===== src/rtl/glitch_free_div_sel.sv =====
// glitch_free_div_sel: registered 50%-duty divided clock with glitch-free run-time switching among N_CH divide channels
module glitch_free_div_sel #(
    parameter int N_CH    = 4,
    parameter int SEL_W   = 3,
    parameter int DIV_W   = 8,
    parameter int GAP     = 2,
    parameter int RST_SEL = 0
) (
    input  logic                   clk,
    input  logic                   rst_n,
    input  logic [N_CH*DIV_W-1:0]  div_cfg,
    input  logic [SEL_W-1:0]       sel,
    input  logic                   sel_vld,
    output logic                   sel_rdy,
    output logic                   sel_err,
    output logic [SEL_W-1:0]       cur_sel,
    output logic                   switching,
    output logic                   clk_out
);
    localparam int GW = GAP > 1 ? $clog2(GAP) : 1;
    typedef enum logic [1:0] {S_RUN, S_WAIT_LOW, S_GAP} state_t;
    state_t             state_q, state_d;
    logic [DIV_W-1:0]   cnt_q, cnt_d, cur_div_q, cur_div_d;
    logic [GW-1:0]      gap_cnt_q, gap_cnt_d;
    logic [SEL_W-1:0]   tgt_q, tgt_d, cur_sel_q, cur_sel_d;
    logic               clk_out_q, clk_out_d, sel_err_q, sel_err_d;
    logic [DIV_W-1:0]   d_arr [2**SEL_W];
    logic               phase_end, gap_end;
    // out-of-range selects read as an off channel so indexing is always legal
    for (genvar k = 0; k < 2**SEL_W; k++) begin : g_d
        if (k < N_CH) begin : g_on
            assign d_arr[k] = div_cfg[k*DIV_W +: DIV_W];
        end else begin : g_off
            assign d_arr[k] = '0;
        end
    end
    assign phase_end = cur_div_q != '0 && cnt_q == cur_div_q - DIV_W'(1);
    assign gap_end   = gap_cnt_q == GW'(GAP - 1);
    always_comb begin
        state_d   = state_q;
        cnt_d     = cnt_q;
        gap_cnt_d = gap_cnt_q;
        cur_div_d = cur_div_q;
        tgt_d     = tgt_q;
        cur_sel_d = cur_sel_q;
        clk_out_d = clk_out_q;
        sel_err_d = 1'b0;
        if (state_q == S_GAP) begin
            clk_out_d = 1'b0;
            gap_cnt_d = gap_cnt_q + GW'(1);
            if (gap_end) begin
                state_d   = S_RUN;
                cur_sel_d = tgt_q;
                cur_div_d = d_arr[tgt_q];
                cnt_d     = '0;
                clk_out_d = d_arr[tgt_q] != '0;
            end
        end else if (cur_div_q == '0) begin
            clk_out_d = 1'b0;
            if (state_q == S_WAIT_LOW) begin
                state_d   = S_GAP;
                gap_cnt_d = '0;
                cnt_d     = '0;
            end
        end else if (phase_end) begin
            cnt_d     = '0;
            cur_div_d = d_arr[cur_sel_q];
            // a pending switch swallows the rising edge and stretches the low phase by GAP
            if (state_q == S_WAIT_LOW && !clk_out_q) begin
                state_d   = S_GAP;
                gap_cnt_d = '0;
            end else begin
                clk_out_d = !clk_out_q;
            end
        end else begin
            cnt_d = cnt_q + DIV_W'(1);
        end
        if (state_q == S_RUN && sel_vld) begin
            if (32'(sel) >= N_CH) begin
                sel_err_d = 1'b1;
            end else if (sel != cur_sel_q) begin
                tgt_d   = sel;
                state_d = S_WAIT_LOW;
            end
        end
    end
    always_ff @(posedge clk or negedge rst_n) begin
        if (!rst_n) begin
            state_q   <= S_GAP;
            cnt_q     <= '0;
            gap_cnt_q <= '0;
            cur_div_q <= '0;
            tgt_q     <= SEL_W'(RST_SEL);
            cur_sel_q <= SEL_W'(RST_SEL);
            clk_out_q <= 1'b0;
            sel_err_q <= 1'b0;
        end else begin
            state_q   <= state_d;
            cnt_q     <= cnt_d;
            gap_cnt_q <= gap_cnt_d;
            cur_div_q <= cur_div_d;
            tgt_q     <= tgt_d;
            cur_sel_q <= cur_sel_d;
            clk_out_q <= clk_out_d;
            sel_err_q <= sel_err_d;
        end
    end
    assign sel_rdy   = state_q == S_RUN;
    assign switching = state_q != S_RUN;
    assign cur_sel   = cur_sel_q;
    assign sel_err   = sel_err_q;
    assign clk_out   = clk_out_q;
endmodule


===== config.mk =====
export PLATFORM = sky130hd
export DESIGN_NAME = glitch_free_div_sel
export DESIGN_NICKNAME = d
export VERILOG_FILES = /design/src/rtl/glitch_free_div_sel.sv
export SDC_FILE = /design/constraint.sdc
export NUM_CORES = 1
export LEC_CHECK = 0
export CAP_MARGIN = 20
export CORE_MARGIN = 2
export CORE_UTILIZATION = 40
export CTS_CLUSTER_DIAMETER = 50
export CTS_CLUSTER_SIZE = 20
export DETAILED_ROUTE_END_ITERATION = 16
export PLACE_DENSITY = 0.65
export SLEW_MARGIN = 20
export SYNTH_ARGS = -nofsm -noshare
export SYNTH_HDL_FRONTEND = slang
export SYNTH_SLANG_ARGS = --single-unit

===== constraint.sdc =====
create_clock -name clk -period 6.28 [get_ports clk]
set_input_delay 1.256 -clock clk [delete_from_list [all_inputs] [get_ports clk]]
set_output_delay 1.256 -clock clk [all_outputs]
set_load 0.05 [all_outputs]

==> results.json, run 1 <==
{
  "gp_congestion": 0.835,
  "grt_max_degree": 28,
  "drt-initial-drc-count": 129,
  "die_h_um": 76.6,
  "overflow": 0,
  "numPortBuffers": 44,
  "antenna_found_initial": 0,
  "final_cells": 307,
  "required_ps": 5020,
  "synthCells": 199,
  "fin_worst_skew_ps": 5.91,
  "via_per_inst": 5.71,
  "vdd_drop_max_v": 0.000283,
  "synth_cell_types": 53,
  "clock_path_buffers": 2,
  "min-delay-start": "tgt_q[2]",
  "worstPathBufferInverterCount": 1,
  "dpl.cell_count": 303,
  "p_leak_nw": 1.07,
  "area_growth_pct": 25.5,
  "critPathTopFamily": "buffers and inverters",
  "r2r_cells": 6,
  "num_rows": 26,
  "grt_pass1_vias": 1708,
  "fin_ws_ps": 3120,
  "reg2reg_from": "cur_div_q[2]",
  "period_minus_slack_ps": 3160,
  "core_area_um2": 5110,
  "hp-class": "flop to flop",
  "clock_sinks": 27,
  "wl_mm": 4.99,
  "synth_edf_count": 0,
  "cts_resized": 0,
  "synth_top_area_frac": 0.309,
  "hpwl_mm": 3.83,
  "drive_above_1_share": 0.148,
  "slew_headroom": 0.315,
  "cts_buffers": 3,
  "grt_pass1_wl_mm": 8.36,
  "cp_slowest_cell": "clkdlybuf4s50_1",
  "start_kind": "flop",
  "seq_area_frac_synth": 0.321,
  "dieArea_um2": 5860,
  "synth_area_leaders": "dfrtp_1 31%, mux4_2 17%, mux2_4 3.6%",
  "clk_pin_slew_ps": 90,
  "syn_nets": 240,
  "power_density_nw_per_um2": 398,
  "min_to": "tgt_q[2]",
  "num_vias": 1752,
  "fmax_mhz": 316,
  "async_reset_ff_frac": 1.00,
  "grt_use_total": 0.176,
  "worst_slew_pin_slew_ps": 1020,
  "dp_slack_ps": 3180,
  "finalSetupViolations": 0,
  "drtAntennaViolNets": 0,
  "htree_levels": 1,
  "post_cts_buffers": 0,
  "r2r_setup_slack_ps": 3190,
  "maxSlewViolCount": 0,
  "start_util": 0.412,
  "layout.nets": 279,
  "hold_buffers": 0,
  "yosysMostFrequentCell": "dfrtp_1",
  "synthTopCellsByCount": "26 x dfrtp_1, 16 x mux4_2, 13 x nand2_1",
  "diodes": 0,
  "root_buffer": "clkbuf_8",
  "rsz0062_at_grt": "false",
  "endpoint_kind": "primary output",
  "finalHoldViolations": 0,
  "period_share": 0.504,
  "clk_latency_ps": 270,
  "cts_tree": "done",
  "synth_ff_type": "dfrtp_1",
  "syn_avg_cell_area_um2": 10.6,
  "setup.worst_path.class": "flop to primary output",
  "r2r_end": "gap_cnt_q",
  "worstHoldPathCells": 1,
  "syn_area_um2": 2110,
  "die_w_um": 76.6,
  "status": "complete, no violations",
  "yosys_warnings": 0,
  "synth-seq-cells": 27,
  "cap_viol_max_count": 0,
  "yosysTopAreaCell": "dfrtp_1",
  "cp.arrival_ps": 1910,
  "setup_tns_ps": 0,
  "cp_max_fo": 11,
  "drc": 0,
  "wl_per_cell_um": 16.2,
  "first_pass_iters": 4,
  "ios": 45,
  "slowest_delay_ps": 920,
  "crit_chain": "clkdlybuf4s50_1"
}
==> worst max path at each step <==
| stage | startpoint | to | slack (ps) | cells past startpoint |
|---|---|---|---|---|
| 2_1_floorplan | state_q[1] | switching | 3310 | 3 |
| 3_3_place_gp | div_cfg[24] | clk_out | 3200 | 6 |
| 3_5_place_dp | div_cfg[31] | clk_out | 3180 | 6 |
| 4_1_cts | cur_sel[0] | cur_sel[0] | 3070 | 1 |
| 5_1_grt | cur_sel[0] | cur_sel[0] | 2960 | 1 |
| 6_report | cur_sel[0] | cur_sel[0] | 3120 | 1 |
==> where the power goes <==
group          switching, W  internal (W)  leakage, nW
clock             0.0000522     0.0000454       0.0228
combinational      0.000264      0.000302        0.718
sequential         0.000143      0.000244        0.334
total              0.000459      0.000591         1.07
==> cells in the final DEF, fill, tap and decap left out, drive strengths merged, types with 4 or more instances in the layout <==
cell type | synthesis | routed
a22o | 7 | 7
a31oi | 6 | 6
and3 | 4 | 4
clkbuf | 8 | 4
clkdlybuf4s50 | 0 | 44
dfrtp | 26 | 26
inv | 12 | 12
mux2 | 8 | 8
mux2i | 4 | 4
mux4 | 16 | 16
nand2 | 13 | 13
nand3 | 8 | 8
nand4 | 4 | 4
nor2 | 10 | 10
nor3 | 5 | 5
nor4 | 5 | 5
o21ai | 6 | 6
xnor2 | 5 | 5
xor2 | 5 | 5
==> cell families (layout without fill, tap and decap cells) <==
| logic type | Yosys count | in the layout | share of synthesized area |
|---|---|---|---|
| multiplexers | 28 | 28 | 0.242 |
| XOR/XNOR | 10 | 10 | 0.0416 |
| adder cells (fa/ha/maj) | 3 | 3 | 0.0178 |
| flip-flops | 27 | 27 | 0.321 |
| AND/OR/NAND/NOR | 64 | 64 | 0.165 |
| buffers and inverters | 23 | 61 | 0.0422 |
| AO/OA/AOI/OAI | 44 | 44 | 0.171 |
==> stage by stage <==
stage / util / power (W) / area (um2) / hold slack, ps
2_1_floorplan: - / 0.000805 / 2110 / 495
3_3_place_gp: 0.509 / 0.000951 / 2600 / 524
3_5_place_dp: 0.509 / 0.000958 / 2600 / 529
4_1_cts: 0.517 / 0.00106 / 2640 / 553
5_1_grt: 0.517 / 0.00113 / 2640 / 578
6_report: 0.517 / 0.00105 / 2640 / 547
==> registers in the layout (all words and copies together) (netlist names) <==
name       count
tgt_q          3
cur_div_q      8
cur_sel        3
gap_cnt_q      1
clk_out        1
cnt_q          8
sel_err        1
state_q        2
==> layout make-up <==
| cell class | instances | area (um2) |
|---|---|---|
| fill | 473 | 2460 |
| multi-input combinational | 149 | 1340 |
| sequential | 27 | 677 |
| timing repair buffer | 45 | 448 |
| tap | 70 | 87.6 |
| clock buffer | 4 | 45.0 |
| inverter | 12 | 45.0 |
==> metal layers <==
| metal | wire, um | share of wire | global-route usage | vias to the layer above |
|---|---|---|---|---|
| li1 | - | - | - | 853 |
| met1 | 2470 | 0.50 | 0.264 | 856 |
| met2 | 2330 | 0.47 | 0.274 | 39 |
| met3 | 155 | 0.031 | 0.0249 | 4 |
| met4 | 29 | 0.0058 | 0.0309 | 0 |
| met5 | 0 | 0 | 0 | - |
Power figures use the tool's default switching activity.
==> run 2: changes to the inputs <==
PLACE_DENSITY = 0.68   (was 0.65)
clock period = 2.8 ns   (was 6.28 ns; I/O delays follow)
==> run 2 against run 1 <==
  * Final cell count increased by 2.3%
  * Worst setup slack got worse by 2800 ps
  * Final area increased by 2.0%
  * First-iteration DRC count decreased by 52%
  * Largest power group unchanged
  * Non-clock buffer count increased by 7
  * Utilization increased by 1.1 points
  * Critical path depth increased by 8
  * Routed wire length decreased by 0.84%
  * Global-route usage decreased by 0.32 points
  * Via count increased by 0.80%
  * Sequential power increased by 110%
  * Worst hold slack improved by 20 ps
==> results.json, run 2 (synthesis gave the netlist of run 1 again) <==
{
  "ios": 45,
  "status": "complete, no violations",
  "antenna_found_initial": 0,
  "p_leak_nw": 1.11,
  "clk_pin_slew_ps": 100,
  "root_buffer": "clkbuf_8",
  "cp_max_fo": 9,
  "start_kind": "flop",
  "grt_max_degree": 28,
  "cts_buffers": 3,
  "grt_pass1_vias": 1724,
  "clock_sinks": 27,
  "cts_tree": "done",
  "setup.worst_path.class": "flop to flop",
  "finalSetupViolations": 0,
  "vdd_drop_max_v": 0.000561,
  "power.switching_w": 0.00105,
  "start_util": 0.412,
  "clock_path_buffers": 2,
  "p_comb_frac": 0.576,
  "maxSlewViolCount": 0,
  "drive_above_1_share": 0.176,
  "core_area_um2": 5110,
  "numPortBuffers": 44,
  "drtAntennaViolNets": 0,
  "period_minus_slack_ps": 2510,
  "seq_power_share": 0.332,
  "wl_per_cell_um": 15.7,
  "p_int_w": 0.00136,
  "num_vias": 1766,
  "die_h_um": 76.6,
  "rsz0062_at_grt": "false",
  "overflow": 0,
  "post_cts_buffers": 0,
  "endpoint_kind": "flop",
  "die_w_um": 76.6,
  "grt_use_total": 0.173,
  "gp_congestion": 0.867,
  "required_ps": 2960,
  "worst_slew_pin_slew_ps": 714,
  "slew_headroom": 0.522,
  "fmax_mhz": 398,
  "via_per_inst": 5.62,
  "layout.nets": 286,
  "final_cell_mix": "44 x clkdlybuf4s50_1, 26 x dfrtp_1, 16 x mux4_2",
  "hpwl_mm": 3.88,
  "period_share": 0.898,
  "hp-class": "flop to flop",
  "top_regs": "cnt_q: 8 flops, cur_div_q: 8 flops",
  "diodes": 0,
  "cts_resized": 0,
  "area_growth_pct": 28.0,
  "cp.arrival_ps": 2670,
  "drc": 0,
  "power_density_nw_per_um2": 893,
  "htree_levels": 1,
  "power.total_w": 0.00241,
  "grt_pass1_wl_mm": 8.22,
  "clk_latency_ps": 270,
  "hold_buffers": 0,
  "p_sw_frac": 0.434,
  "fin_worst_skew_ps": 9.31,
  "num_rows": 26,
  "holdWs_ps": 568,
  "first_pass_iters": 4,
  "p_clk_frac": 0.092,
  "dieArea_um2": 5860,
  "final_common_cell": "clkdlybuf4s50_1",
  "drt-initial-drc-count": 62,
  "wl_mm": 4.94,
  "finalHoldViolations": 0,
  "setup_tns_ps": 0,
  "cap_viol_max_count": 0
}
## run 2: cell types whose count changed in the layout (fill, tap and decap cells not counted)
cell,before,now
clkinv_2,0,1
clkbuf_1,1,0
buf_4,1,8
## run 2: worst max-delay path: stages, from the launching register on
cell and delay, ps:
dfrtp_1 420, inv_1 90, ha_1 190, or4b_1 170
or4b_1 450, a311oi_2 340, o211ai_1 240, buf_4 250
a31oi_1 160, mux2i_1 90
## run 2: power by group through the flow
stage                     combinational (W)  sequential [W]  clock [W]
after floorplan                     0.00108        0.000725          0
after global placement              0.00137        0.000807          0
after detailed placement            0.00138        0.000813          0
after CTS                           0.00139        0.000805   0.000227
after global routing                0.00152        0.000842   0.000244
final                               0.00139        0.000800   0.000221
## run 2: per-layer routing
layer	GRT usage	wire, um
met1	0.239	2260
met2	0.294	2500
met4	0.0382	40
met5	0	0
met3	0.0166	146
## run 2: through the flow
stage          instance area (um2)  setup WS, ps   util  instances
3_3_place_gp                  2650           322  0.519        310
6_report                      2700           286  0.528        314
3_5_place_dp                  2650           296  0.519        310
4_1_cts                       2700           284  0.528        314
2_1_floorplan                 2110           275      -        199
5_1_grt                       2700          59.6  0.528        314
## run 2: final cells by class
cell class	count	area (um2)
clock inverter	1	5.00
sequential	27	677
tap	70	87.6
clock buffer	3	41.3
fill	474	2410
timing repair buffer	52	500
inverter	12	45.0
multi-input combinational	149	1340
## run 2: worst paths after layout
kind | start | end | slack (ps) | cells after the start
max in group asynchronous | rst_n | state_q[1] | 1850 | 2
min | tgt_q[2] | tgt_q[2] | 570 | 1
min reg2reg | tgt_q[2] | tgt_q[2] | 570 | 1
max | cur_div_q[0] | cnt_q[2] | 290 | 9
min in group asynchronous | rst_n | state_q[0] | 650 | 2
max reg2reg | cur_div_q[0] | cnt_q[2] | 290 | 9
